## src/rtl/fft_frame_sequencer.sv

```systemverilog
// fft_frame_sequencer: decimates ADC samples into one frame, drives the FFT core and forwards bins with L1 magnitude
module fft_frame_sequencer #(
  parameter int ADC_W = 8,
  parameter int LOG2_DECIM = 5,
  parameter int FFT_W = 8,
  parameter int LOG2_N = 6,
  parameter int TIMEOUT = 4096
) (
  input  logic              clk,
  input  logic              rst,
  input  logic              arm,
  input  logic              continuous,
  input  logic              sample_valid,
  input  logic [ADC_W-1:0]  sample,
  output logic              fft_start,
  input  logic              fft_ipd,
  output logic [FFT_W-1:0]  fft_xn_re,
  output logic [FFT_W-1:0]  fft_xn_im,
  input  logic              fft_opd,
  input  logic              fft_eoud,
  input  logic [LOG2_N-1:0] fft_idx,
  input  logic [FFT_W-1:0]  fft_xk_re,
  input  logic [FFT_W-1:0]  fft_xk_im,
  output logic              bin_valid,
  output logic [LOG2_N-1:0] bin_idx,
  output logic [FFT_W-1:0]  bin_re,
  output logic [FFT_W-1:0]  bin_im,
  output logic [FFT_W:0]    bin_mag,
  output logic              frame_done,
  output logic              busy,
  output logic              overrun,
  output logic              timeout_err
);
  localparam int SUM_W = ADC_W + LOG2_DECIM;
  localparam int N = 1 << LOG2_N;
  localparam int WD_W = $clog2(TIMEOUT + 1);
  typedef enum logic [2:0] {IDLE, FILL, START, LOAD, UNLOAD} state_t;
  state_t state_q, state_d;
  logic [SUM_W-1:0] acc_q, acc_d, sum;
  logic [LOG2_DECIM-1:0] cnt_q, cnt_d;
  logic dec_valid_q, dec_valid_d;
  logic [FFT_W-1:0] dec_data_q, dec_data_d;
  logic [FFT_W-1:0] mem_q [N];
  logic [LOG2_N-1:0] wr_ptr_q, wr_ptr_d, rd_ptr_q, rd_ptr_d;
  logic [WD_W-1:0] wd_q, wd_d;
  logic fft_start_q, fft_start_d, busy_q, busy_d, overrun_q, overrun_d, timeout_q, timeout_d;
  logic bin_valid_q, bin_valid_d, frame_done_q, frame_done_d;
  logic [LOG2_N-1:0] bin_idx_q, bin_idx_d;
  logic [FFT_W-1:0] bin_re_q, bin_re_d, bin_im_q, bin_im_d;
  logic [FFT_W:0] bin_mag_q, bin_mag_d, re_x, im_x, abs_re, abs_im;
  logic arm_ok, wd_exp;
  always_comb begin
    sum = acc_q + SUM_W'(sample);
    acc_d = sample_valid ? (&cnt_q ? '0 : sum) : acc_q;
    cnt_d = cnt_q + LOG2_DECIM'(sample_valid);
    dec_valid_d = sample_valid && &cnt_q;
    dec_data_d = dec_valid_d ? {~sum[SUM_W-1], sum[SUM_W-2 -: FFT_W-1]} : dec_data_q;
  end
  always_comb begin
    re_x = {fft_xk_re[FFT_W-1], fft_xk_re};
    im_x = {fft_xk_im[FFT_W-1], fft_xk_im};
    abs_re = re_x[FFT_W] ? -re_x : re_x;
    abs_im = im_x[FFT_W] ? -im_x : im_x;
  end
  always_comb begin
    arm_ok = arm && state_q == IDLE;
    wd_exp = wd_q == WD_W'(TIMEOUT - 1);
    state_d = state_q;
    wr_ptr_d = wr_ptr_q;
    rd_ptr_d = rd_ptr_q;
    wd_d = wd_q;
    overrun_d = (overrun_q && !arm_ok) || (dec_valid_q && state_q != FILL);
    timeout_d = timeout_q && !arm_ok;
    bin_valid_d = 1'b0;
    frame_done_d = 1'b0;
    bin_idx_d = bin_idx_q;
    bin_re_d = bin_re_q;
    bin_im_d = bin_im_q;
    bin_mag_d = bin_mag_q;
    case (state_q)
      IDLE: if (arm || continuous) begin
        state_d = FILL;
        wr_ptr_d = '0;
      end
      FILL: if (dec_valid_q) begin
        wr_ptr_d = wr_ptr_q + 1'b1;
        state_d = &wr_ptr_q ? START : FILL;
      end
      START: begin
        state_d = LOAD;
        rd_ptr_d = '0;
        wd_d = '0;
      end
      LOAD: if (fft_ipd) begin
        rd_ptr_d = rd_ptr_q + 1'b1;
        wd_d = '0;
        state_d = &rd_ptr_q ? UNLOAD : LOAD;
      end else if (wd_exp) begin
        timeout_d = 1'b1;
        state_d = IDLE;
      end else
        wd_d = wd_q + 1'b1;
      UNLOAD: if (fft_opd) begin
        wd_d = '0;
        bin_valid_d = 1'b1;
        bin_idx_d = fft_idx;
        bin_re_d = fft_xk_re;
        bin_im_d = fft_xk_im;
        bin_mag_d = abs_re + abs_im;
        frame_done_d = fft_eoud;
        if (fft_eoud) begin
          state_d = continuous ? FILL : IDLE;
          wr_ptr_d = '0;
        end
      end else if (wd_exp) begin
        timeout_d = 1'b1;
        state_d = IDLE;
      end else
        wd_d = wd_q + 1'b1;
      default: state_d = IDLE;
    endcase
    fft_start_d = state_d == START;
    busy_d = state_d != IDLE;
  end
  always_ff @(posedge clk)
    if (state_q == FILL && dec_valid_q) mem_q[wr_ptr_q] <= dec_data_q;
  always_ff @(posedge clk) begin
    if (rst) begin
      state_q <= IDLE;
      acc_q <= '0;
      cnt_q <= '0;
      dec_valid_q <= 1'b0;
      dec_data_q <= '0;
      wr_ptr_q <= '0;
      rd_ptr_q <= '0;
      wd_q <= '0;
      fft_start_q <= 1'b0;
      busy_q <= 1'b0;
      overrun_q <= 1'b0;
      timeout_q <= 1'b0;
      bin_valid_q <= 1'b0;
      frame_done_q <= 1'b0;
      bin_idx_q <= '0;
      bin_re_q <= '0;
      bin_im_q <= '0;
      bin_mag_q <= '0;
    end else begin
      state_q <= state_d;
      acc_q <= acc_d;
      cnt_q <= cnt_d;
      dec_valid_q <= dec_valid_d;
      dec_data_q <= dec_data_d;
      wr_ptr_q <= wr_ptr_d;
      rd_ptr_q <= rd_ptr_d;
      wd_q <= wd_d;
      fft_start_q <= fft_start_d;
      busy_q <= busy_d;
      overrun_q <= overrun_d;
      timeout_q <= timeout_d;
      bin_valid_q <= bin_valid_d;
      frame_done_q <= frame_done_d;
      bin_idx_q <= bin_idx_d;
      bin_re_q <= bin_re_d;
      bin_im_q <= bin_im_d;
      bin_mag_q <= bin_mag_d;
    end
  end
  assign fft_start = fft_start_q;
  assign fft_xn_re = state_q == LOAD ? mem_q[rd_ptr_q] : '0;
  assign fft_xn_im = '0;
  assign bin_valid = bin_valid_q;
  assign bin_idx = bin_idx_q;
  assign bin_re = bin_re_q;
  assign bin_im = bin_im_q;
  assign bin_mag = bin_mag_q;
  assign frame_done = frame_done_q;
  assign busy = busy_q;
  assign overrun = overrun_q;
  assign timeout_err = timeout_q;
endmodule

```

## config.mk

```make
export PLATFORM = sky130hd
export DESIGN_NAME = fft_frame_sequencer
export DESIGN_NICKNAME = d
export VERILOG_FILES = /design/src/rtl/fft_frame_sequencer.sv
export SDC_FILE = /design/constraint.sdc
export NUM_CORES = 1
export LEC_CHECK = 0
export ABC_AREA = 1
export BUFFER_PORTS_ARGS = -buffer_cell sky130_fd_sc_hd__buf_2
export CAP_MARGIN = 5
export CELL_PAD_IN_SITES_DETAIL_PLACEMENT = 2
export CELL_PAD_IN_SITES_GLOBAL_PLACEMENT = 2
export CORE_MARGIN = 5
export CORE_UTILIZATION = 41
export DETAILED_ROUTE_END_ITERATION = 8
export GPL_TIMING_DRIVEN = 0
export PLACE_DENSITY = 0.87
export SLEW_MARGIN = 20
export SYNTH_ARGS = -nofsm -noshare
export SYNTH_HDL_FRONTEND = slang
export SYNTH_SLANG_ARGS = --single-unit
```

## constraint.sdc

```tcl
create_clock -name clk -period 2.2 [get_ports clk]
set_input_delay 0.11 -clock clk [delete_from_list [all_inputs] [get_ports clk]]
set_output_delay 0.11 -clock clk [all_outputs]
set_load 0.005 [all_outputs]
```

==> impl_metrics.ini <==
[critical_path]
cp_data_arrival_time_ns = 2.91
critical_path_class = reg -> out
cp-end-kind = primary output
worst_setup_path_start_kind = flop
cp.required_ns = 2.09
cp_max_fo = 10

[die]
start_util_pct = 41.2
rows = 92
die_area_um2 = 68300
dieWidth_um = 261
core-area_um2 = 62900
dieHeight_um = 261
ios = 91

[sta]
final_hold_viol_count = 0
slew_headroom_pct = 43.8
max_freq_ghz = 0.331
setup_violations = 388
worst_slack_ns = -0.818
rsz0062_at_grt = yes
tightest_slew_ns = 0.843
fin_crit_ns = 3.02
setup_tns_ns = -33.31
period_share_pct = 137
drv_slew = 0
fin_skew_ns = 0.0371

[pwr]
peakVddDrop_mv = 0.564
p_leak_nw = 13.4
p_per_area_nw_per_um2 = 710
power_w = 0.0258

[clock_network]
clk_latency_ns = 0.66
cts_sinks = 610
clockBufferDepth = 3
htreeDepth = 3
cts_root_buf = clkbuf_16
clk_pin_slew_ns = 0.07
cts_buffers = 69
cts_tree = done

[status]
violations = setup timing
status = complete, but fails checks

[placed_design]
port_buffers = 82
place_hpwl_um = 72100
gp_congestion = 0.912
placedCellCount = 3432

[synthesis]
synth.area.top_cells = edfxtp_1 59%, nand2_1 11%, nand3_1 9.4%
async_reset_ff_share_pct = 0
ys_types = 45
yosys_warnings = 0
synth_seq_cells = 610
syn_avg_cell_area_um2 = 10.4
synth_flop_cell = edfxtp_1
yosysMostFrequentCell = nand2_1
synth-edff-count = 512
syn_area_um2 = 25900
synth_top_area_share_pct = 59.3
synth_cells = 2489
yosys-top-cells-count = 775 x nand2_1, 512 x edfxtp_1, 486 x nand3_1
yosys.area.top_type = edfxtp_1
synth-seq-area-share_pct = 66.9

[grt]
grt_max_degree = 65
grt_overflow = 0
grt_pass1_vias = 25500
antenna_found_initial = 2
grt_pass1_wl_um = 189000
grt_usage_pct = 38.4

[route]
drc = 0
ant_nets = 0
firstDrtPassIters = 5
vias = 25200
drt_iter0_drc = 3628
wirelength_um = 163000
wl_per_cell_um = 44.1
routed_via_density = 6.83

[finish]
area_growth_pct = 40.2
fin_cells = 3689
drive_gt1_share_pct = 36.0
num_antenna_cells = 0
nFillCells = 5762
final_nets = 2854

[hold_path]
hold_path_class = in -> reg

[job]
drv_cap = 0
## path summary, 6_finish.rpt
| check | start | to | slack (ns) | cells past startpoint |
|---|---|---|---|---|
| setup / recovery | flop | fft_xn_re[4] | -0.82 | 12 |
| hold / removal | sample[2] | acc_q[2]$_SDFFE_PP0P_ | 0.005 | 5 |
| setup reg to reg | state_q[1]$_SDFF_PP0_ | flop | -0.44 | 9 |
| hold reg to reg | acc_q[2]$_SDFFE_PP0P_ | acc_q[2]$_SDFFE_PP0P_ | 0.50 | 2 |
## power breakdown
part | switching [W] | internal (W) | leakage (nW)
clock | 0.00603 | 0.00658 | 1.05
sequential | 0.0000358 | 0.0123 | 5.05
combinational | 0.000526 | 0.000281 | 7.27
## layout make-up
cell class	count	area, um^2	area share, %
clock inverter	25	191	0.527
timing repair buffer	230	2840	7.81
inverter	99	414	1.14
tap	846	1060	2.91
timing repair inverter	1	16.3	0.0448
multi-input combinational	1651	11000	30.2
buffer	129	1510	4.16
sequential	610	17400	47.9
clock buffer	98	1960	5.39
## placed cells by master (no fill, tap or decap), drive strengths merged, types with 5 or more instances in the layout
master / netlist / layout
conb: 1 / 8
clkinv: 3 / 25
dlygate4sd3: 0 / 30
nand2: 781 / 781
clkbuf: 27 / 161
a21oi: 66 / 66
inv: 96 / 94
dfxtp: 98 / 98
nor3: 11 / 11
o21bai: 5 / 5
nor2: 142 / 142
nand4: 6 / 6
ha: 23 / 23
nand3: 489 / 489
o21ai: 64 / 64
buf: 109 / 266
o211ai: 7 / 7
edfxtp: 512 / 512
xor2: 18 / 18
## registers in the layout (all words and copies together), names as in the netlist, named ones only
register	count
dec_valid_q	1
bin_idx	6
state_q	3
mem_q	512
timeout_err	1
rd_ptr_q	6
dec_data_q	8
cnt_q	5
bin_valid	1
frame_done	1
bin_re	8
wr_ptr_q	6
overrun	1
fft_start	1
bin_im	8
wd_q	13
acc_q	13
bin_mag	9
busy	1
## routing by layer
layer | share of wire, % | up-vias | global-route usage, %
li1 | - | 9210 | -
met4 | 11 | 2 | 25.5
met1 | 33 | 12600 | 43.9
met5 | 0.0080 | - | 0
met2 | 46 | 2379 | 65.8
met3 | 10 | 967 | 7.22
## critical path, cell delays in order (launching register included)
cell	delay [ns]
dfxtp_4	0.45
buf_12	0.15
clkbuf_16	0.18
buf_8	0.16
nand2_1	0.09
nand3_1	0.14
nand3_2	0.20
nand2_1	0.18
nand2_1	0.11
nand3_2	0.12
nand3_2	0.10
a21oi_2	0.20
buf_2	0.15
## cell families after synthesis
group,synth area share [%]
AO/OA/AOI/OAI,3.37
XOR/XNOR,0.743
adder cells (fa/ha/maj),1.26
buffers and inverters,4.00
flip-flops,66.9
other,0.0145
AND/OR/NAND/NOR,23.7
## through the flow
step	cell area [um^2]	utilization (%)	worst slack [ns]	hold slack (ns)
after floorplan	25900	-	0.247	0.187
after CTS	33400	53.1	-0.564	0.00439
after detailed placement	27600	44.0	-1.13	0.343
after global placement	27400	43.6	-0.990	0.335
after global routing	36300	57.8	-0.777	0.0400
final	36300	57.8	-0.818	0.00545
## what timing repair did
item,CTS,global route
setup buffers,62,19
endpoints found under the hold margin,35,2
hold buffers,30,2
pin swaps,106,143
setup endpoints to repair,520,381
cloned,8,29
resized for setup,556,556
No activity file was read; power rests on OpenSTA's default activity.
